--- config.mk ---
export PLATFORM = sky130hd
export DESIGN_NAME = rle_expander_8
export DESIGN_NICKNAME = d
export VERILOG_FILES = /design/src/rtl/rle_pkg.sv /design/src/rtl/rle_expander_8_seg_check.sv /design/src/rtl/rle_expander_8.sv
export SDC_FILE = /design/constraint.sdc
export NUM_CORES = 1
export LEC_CHECK = 0
export ABC_CLOCK_PERIOD_IN_PS = 7250
export CAP_MARGIN = 0
export CORE_UTILIZATION = 53
export CTS_CLUSTER_SIZE = 24
export DETAILED_ROUTE_END_ITERATION = 12
export PLACE_DENSITY = 0.79
export SKIP_LAST_GASP = 1
export SLEW_MARGIN = 20
export SYNTH_ARGS = -nofsm -noshare
export SYNTH_HDL_FRONTEND = slang
export SYNTH_SLANG_ARGS = --single-unit
--- constraint.sdc ---
create_clock -name clk -period 7.25 [get_ports clk]
set_input_delay 0.725 -clock clk [delete_from_list [all_inputs] [get_ports clk]]
set_output_delay 0.725 -clock clk [all_outputs]
set_load 0.005 [all_outputs]
--- src/rtl/rle_pkg.sv ---
// Shared types and helpers for the 8-coefficient run-length expander.
// An entry is {run[RUN_W-1:0], value[COEF_W-1:0]}, packed with scan-order entry k at slot (size-1-k).
package rle_pkg;

    localparam int COEF_W = 8;
    localparam int RUN_W  = 6;
    localparam int ENT_W  = 14;
    localparam int N      = 8;

    typedef enum logic [2:0] {
        ST_IDLE  = 3'd0,
        ST_LEAD  = 3'd1,
        ST_RUN   = 3'd2,
        ST_VAL   = 3'd3,
        ST_TRAIL = 3'd4
    } state_e;

    function automatic logic [3:0] clamp_size(input logic [3:0] size);
        return (size > 4'd8) ? 4'd8 : size;
    endfunction

    function automatic logic [ENT_W-1:0] entry_at(input logic [N*ENT_W-1:0] arr,
                                                  input logic [3:0]         size,
                                                  input logic [3:0]         k);
        logic [2:0] pos;
        logic [6:0] base;
        pos  = 3'(size - k - 4'd1);
        base = 7'(pos) * 7'(ENT_W);
        return arr[base +: ENT_W];
    endfunction

    function automatic logic [RUN_W-1:0] entry_run(input logic [ENT_W-1:0] ent);
        return ent[ENT_W-1:COEF_W];
    endfunction

    function automatic logic [COEF_W-1:0] entry_val(input logic [ENT_W-1:0] ent);
        return ent[COEF_W-1:0];
    endfunction

endpackage

--- src/rtl/rle_expander_8_seg_check.sv ---
// Combinational segment validation: checks that a flagged segment expands to exactly 8 coefficients.
module rle_seg_check
    import rle_pkg::*;
(
    input  logic               flag_i,
    input  logic [2:0]         left_i,
    input  logic [2:0]         right_i,
    input  logic [N*ENT_W-1:0] array_i,
    input  logic [3:0]         size_i,
    output logic               bad_o
);

    logic [3:0] eff_size_s;
    logic [9:0] total_s;

    // Sum of leading/trailing zeros, entry count and every in-range entry run
    always_comb begin
        eff_size_s = clamp_size(size_i);
        total_s    = 10'(left_i) + 10'(right_i) + 10'(size_i);
        for (int k = 0; k < N; k++) begin
            total_s = total_s + ((4'(k) < eff_size_s)
                                 ? 10'(entry_run(entry_at(array_i, eff_size_s, 4'(k))))
                                 : 10'd0);
        end
        bad_o = flag_i && ((total_s != 10'd8) || (size_i > 4'd8) || (size_i == 4'd0));
    end

endmodule

--- src/rtl/rle_expander_8.sv ---
// Run-length expander: turns one compressed segment into exactly 8 serial coefficients.
// Malformed segments are truncated or zero-padded to 8 beats and flagged on err.
module rle_expander_8
    import rle_pkg::*;
(
    input  logic               clk,
    input  logic               rst_n,
    input  logic               in_valid,
    output logic               in_ready,
    input  logic               in_flag,
    input  logic [2:0]         in_left,
    input  logic [2:0]         in_right,
    input  logic [N*ENT_W-1:0] in_array,
    input  logic [3:0]         in_size,
    output logic               out_valid,
    input  logic               out_ready,
    output logic [COEF_W-1:0]  out_data,
    output logic               out_last,
    output logic               err
);

    state_e              state_q, state_d;
    logic [RUN_W-1:0]    rem_q, rem_d;
    logic [3:0]          idx_q, idx_d;
    logic [2:0]          cnt_q, cnt_d;
    logic [2:0]          right_q;
    logic [N*ENT_W-1:0]  array_q;
    logic [3:0]          size_q;
    logic                out_valid_q, out_valid_d;
    logic [COEF_W-1:0]   out_data_q, out_data_d;
    logic                out_last_q, out_last_d;
    logic                err_q;

    logic                accept_s, beat_done_s, last_beat_s, seg_bad_s;
    logic [N*ENT_W-1:0]  src_array_s;
    logic [3:0]          src_size_s;
    logic [2:0]          src_right_s;
    logic [3:0]          ent_idx_s;
    logic [ENT_W-1:0]    ent_s;
    state_e              ent_state_s;
    logic [RUN_W-1:0]    ent_rem_s;

    assign last_beat_s = out_valid_q && (cnt_q == 3'd7);
    assign in_ready    = (state_q == ST_IDLE) || (last_beat_s && out_ready);
    assign accept_s    = in_valid && in_ready;
    assign beat_done_s = out_valid_q && out_ready;

    // At acceptance the segment is taken straight from the inputs, otherwise from the captured copy
    assign src_array_s = accept_s ? in_array : array_q;
    assign src_size_s  = accept_s ? clamp_size(in_size) : size_q;
    assign src_right_s = accept_s ? in_right : right_q;

    rle_seg_check u_seg_check (
        .flag_i  (in_flag),
        .left_i  (in_left),
        .right_i (in_right),
        .array_i (in_array),
        .size_i  (in_size),
        .bad_o   (seg_bad_s)
    );

    // First non-empty phase of the next entry (or trailing zeros when entries are exhausted)
    always_comb begin
        ent_idx_s = (!accept_s && (state_q == ST_VAL)) ? (idx_q + 4'd1) : 4'd0;
        ent_s     = entry_at(src_array_s, src_size_s, ent_idx_s);
        if (ent_idx_s < src_size_s) begin
            ent_state_s = (entry_run(ent_s) != {RUN_W{1'b0}}) ? ST_RUN : ST_VAL;
            ent_rem_s   = entry_run(ent_s);
        end else begin
            ent_state_s = ST_TRAIL;
            ent_rem_s   = RUN_W'(src_right_s);
        end
    end

    // State, captured segment and registered outputs
    always_ff @(posedge clk or negedge rst_n) begin
        if (!rst_n) begin
            state_q     <= ST_IDLE;
            rem_q       <= {RUN_W{1'b0}};
            idx_q       <= 4'd0;
            cnt_q       <= 3'd0;
            right_q     <= 3'd0;
            array_q     <= {(N*ENT_W){1'b0}};
            size_q      <= 4'd0;
            out_valid_q <= 1'b0;
            out_data_q  <= {COEF_W{1'b0}};
            out_last_q  <= 1'b0;
            err_q       <= 1'b0;
        end else begin
            state_q     <= state_d;
            rem_q       <= rem_d;
            idx_q       <= idx_d;
            cnt_q       <= cnt_d;
            out_valid_q <= out_valid_d;
            out_data_q  <= out_data_d;
            out_last_q  <= out_last_d;
            err_q       <= accept_s && seg_bad_s;
            if (accept_s) begin
                right_q <= in_right;
                array_q <= in_array;
                size_q  <= src_size_s;
            end
        end
    end

    // Next-state: zero-length phases are skipped here so every cycle carries a beat
    always_comb begin
        state_d = state_q;
        rem_d   = rem_q;
        idx_d   = idx_q;
        cnt_d   = cnt_q;
        if (accept_s) begin
            cnt_d = 3'd0;
            idx_d = 4'd0;
            if (!in_flag) begin
                state_d = ST_TRAIL;
                rem_d   = {RUN_W{1'b0}};
            end else if (in_left != 3'd0) begin
                state_d = ST_LEAD;
                rem_d   = RUN_W'(in_left);
            end else begin
                state_d = ent_state_s;
                rem_d   = ent_rem_s;
            end
        end else if (beat_done_s) begin
            if (cnt_q == 3'd7) begin
                state_d = ST_IDLE;
                rem_d   = {RUN_W{1'b0}};
                idx_d   = 4'd0;
                cnt_d   = 3'd0;
            end else begin
                cnt_d = cnt_q + 3'd1;
                case (state_q)
                    ST_LEAD: begin
                        if (rem_q > 6'd1) begin
                            rem_d = rem_q - 6'd1;
                        end else begin
                            state_d = ent_state_s;
                            rem_d   = ent_rem_s;
                        end
                    end
                    ST_RUN: begin
                        if (rem_q > 6'd1) begin
                            rem_d = rem_q - 6'd1;
                        end else begin
                            state_d = ST_VAL;
                        end
                    end
                    ST_VAL: begin
                        idx_d   = ent_idx_s;
                        state_d = ent_state_s;
                        rem_d   = ent_rem_s;
                    end
                    ST_TRAIL: begin
                        rem_d = (rem_q != {RUN_W{1'b0}}) ? (rem_q - 6'd1) : {RUN_W{1'b0}};
                    end
                    default: begin
                        state_d = ST_IDLE;
                    end
                endcase
            end
        end else begin
            state_d = state_q;
        end
    end

    // Output values for the beat presented in the next cycle
    always_comb begin
        out_valid_d = (state_d != ST_IDLE);
        out_last_d  = out_valid_d && (cnt_d == 3'd7);
        if (state_d == ST_VAL) begin
            out_data_d = entry_val(entry_at(src_array_s, src_size_s, idx_d));
        end else begin
            out_data_d = {COEF_W{1'b0}};
        end
    end

    assign out_valid = out_valid_q;
    assign out_data  = out_data_q;
    assign out_last  = out_last_q;
    assign err       = err_q;

endmodule

==> flow_summary.json <==
{
  "yosysUniqueCellTypes": 60,
  "status": "finished, final reports clean",
  "grt_max_degree": 89,
  "timing.fmax_mhz": 147,
  "cts_tree": "done",
  "crit_type": "in -> reg",
  "setup_slack_ps": 464,
  "swShare": 0.449,
  "fin_skew_ps": 13.8,
  "cts.sinks": 146,
  "synth_ff_type": "dfrtp_1",
  "hpwl_um": 21300,
  "p_leak_nw": 6.14,
  "portBuffers": 138,
  "yosysWarnings": 0,
  "worstPathArrival_ps": 7070,
  "end_kind": "register",
  "firstDrtPassIters": 5,
  "insertion_delay_ps": 440,
  "wirelength_um": 29000,
  "cts_resized": 0,
  "n_antenna_cell": 0,
  "grt_pass1_vias": 8926,
  "drive_gt1_frac": 0.155,
  "final_common_cell": "nand2_1",
  "gp_congestion": 0.972,
  "regArea_um2": 3650,
  "final_area_um2": 13100,
  "seq_area_frac_synth": 0.336,
  "p_per_area_nw_per_um2": 456,
  "via_per_inst": 5.93,
  "postCtsHoldBufs": 0,
  "crit_slowest_cell": "clkdlybuf4s50_1",
  "cts_root_buf": "clkbuf_16",
  "pwr-share-comb": 0.627,
  "io-pin-count": 139,
  "reg2reg_from": "cnt_q[0]",
  "grt_usage": 0.283,
  "die_w_um": 145,
  "multi_input_area_um2": 6780,
  "worstPathRequired_ps": 7540,
  "cts_inserted_buffers": 17,
  "worstRegToRegCells": 14,
  "fin_util": 0.651,
  "rr_endpoint": "out_data[2]",
  "rows": 52,
  "grt_overflow": 0,
  "layout_common_cells": "355 x nand2_1, 146 x dfrtp_1, 137 x clkdlybuf4s50_1",
  "gr-max-usage-layer": "met2",
  "critPathLaunchType": "input port",
  "postRouteAntennaNets": 0,
  "grt_pass1_wl_um": 46400,
  "fin_crit_sh": 0.936,
  "vdd_drop_max_mv": 0.252,
  "setup_viol_count_final": 0,
  "clockPowerShare": 0.151,
  "clk_pin_slew_ps": 80,
  "ff2ff_setup_slack_ps": 1390,
  "nNetsFinal": 1436,
  "seq_power_share": 0.222,
  "use_met2": 0.474,
  "cap_viol_max_count": 0,
  "path_delay_family": "adder cells",
  "syn_area_um2": 10900,
  "die_area_um2": 21100,
  "hold_path_class": "in -> async",
  "power.switching_mw": 2.69,
  "totalNegativeSetupSlack_ps": 0,
  "avgSynthCellArea_um2": 9.82,
  "post-place-ws_ps": 98.2,
  "crit_top_cell": "fa_1",
  "synth_edf_count": 0,
  "slowest_delay_ps": 560,
  "postPlaceCellArea_um2": 12500,
  "die_h_um": 145,
  "post-cts-setup-buffers": 0,
  "syn_inst": 1107,
  "p_int_mw": 3.30,
  "path_cells": "clkdlybuf4s50_1 > nor2b_1 > inv_1 > ha_1 > a21oi_1 > buf_4 > mux4_2 > mux2i_1 > a21oi_1 > fa_1 > inv_1 > fa_1 > fa_1 > fa_1 > inv_1 > fa_1 > fa_1 > or4_1 > nor4_1 > a31oi_1",
  "clock_tree.buffer_depth": 2,
  "core_um2": 20200,
  "vias": 8950,
  "routedWlPerCell_um": 19.2,
  "synth_nets": 1317,
  "ys_ff_latch": 146,
  "min_period_ps": 6790,
  "rsz0062_at_grt": "no",
  "met3_usage": 0.0566,
  "drv_slew": 0,
  "final_hold_viol_count": 0,
  "cts_max_level": 4,
  "drtIter0Drc": 649,
  "met1_usage": 0.366,
  "path_buf_inv": 5,
  "antenna_found_initial": 0,
  "drc_errors": 0,
  "synthArstFlopShare": 1.00,
  "area_growth_pct": 20.8,
  "worst_slew_pin_slew_ps": 1040,
  "path_max_fanout": 10,
  "start_util": 0.539,
  "fillers": 1608,
  "timing.slew.headroom": 0.301
}
layer usage:
layer	part of all wire	up-vias
met3	0.071	85
met5	0	-
met1	0.40	4387
met4	0.029	0
li1	-	4064
met2	0.49	414
area by class of cell:
class	instances	area share
multi-input combinational	849	0.516
clock inverter	15	0.0146
timing repair buffer	162	0.119
clock buffer	17	0.0324
tap	270	0.0257
inverter	50	0.0143
sequential	146	0.278
power by group through the flow:
stage | Combinational [mW] | Sequential (mW) | Clock, mW
global route | 4.18 | 1.37 | 0.946
finish | 3.76 | 1.33 | 0.906
CTS | 3.76 | 1.33 | 0.913
global placement | 3.63 | 1.33 | 0
floorplan | 2.85 | 1.28 | 0
detailed placement | 3.71 | 1.34 | 0
sequential cells by signal, summed over array words and instances (netlist names):
| name | flops |
|---|---|
| array_q | 112 |
| cnt_q | 3 |
| err | 1 |
| idx_q | 4 |
| out_data | 8 |
| out_last | 1 |
| out_valid | 1 |
| rem_q | 6 |
| right_q | 3 |
| size_q | 4 |
| state_q | 3 |
worst max-delay path by stage:
| stage | start | endpoint | slack [ps] | depth (start not counted) |
|---|---|---|---|---|
| 2_1_floorplan | in_size[0] | err | 150 | 21 |
| 6_report | in_size[1] | err | 460 | 20 |
| 5_1_grt | in_size[1] | err | 180 | 20 |
| 3_3_place_gp | in_size[1] | err | 270 | 20 |
| 3_5_place_dp | in_size[1] | err | 100 | 20 |
| 4_1_cts | in_size[1] | err | 530 | 20 |
logic make-up after synthesis:
| kind of cell | count (synthesis) | synth area share |
|---|---|---|
| xor+xnor | 16 | 0.0129 |
| fa+ha+maj | 83 | 0.126 |
| mux | 170 | 0.225 |
| flops | 146 | 0.336 |
| compound gates | 116 | 0.0797 |
| buf+inv | 112 | 0.0427 |
| simple gates | 464 | 0.178 |
metrics by stage:
step                std cells  power [mW]  hold WS [ps]
floorplan                1107        4.13           429
global placement         1477        4.96           440
detailed placement       1477        5.06           447
CTS                      1509        6.00           380
global route             1509        6.50           400
finish                   1509        5.99           334
synthesized netlist by cell type, drive strengths merged (10+ instances only):
| master | instances | share of area |
|---|---|---|
| dfrtp | 146 | 0.34 |
| nor3 | 17 | 0.0078 |
| a21oi | 25 | 0.012 |
| o21ai | 22 | 0.010 |
| ha | 39 | 0.045 |
| mux4 | 54 | 0.11 |
| nand2 | 355 | 0.12 |
| fa | 44 | 0.081 |
| clkbuf | 38 | 0.013 |
| mux2 | 58 | 0.060 |
| buf | 24 | 0.012 |
| nor2 | 40 | 0.014 |
| a311oi | 10 | 0.0081 |
| inv | 50 | 0.017 |
| mux2i | 58 | 0.053 |
worst register-to-register path: cells and delay by family, from the launching register on:
family	cells	cell delay [ps]
AO/OA/AOI/OAI	2	620
adder cells (fa/ha/maj)	3	1620
flip-flops	1	400
AND/OR/NAND/NOR	4	1320
buffers and inverters	2	1020
multiplexers	3	770
Power figures use the tool's default switching activity.
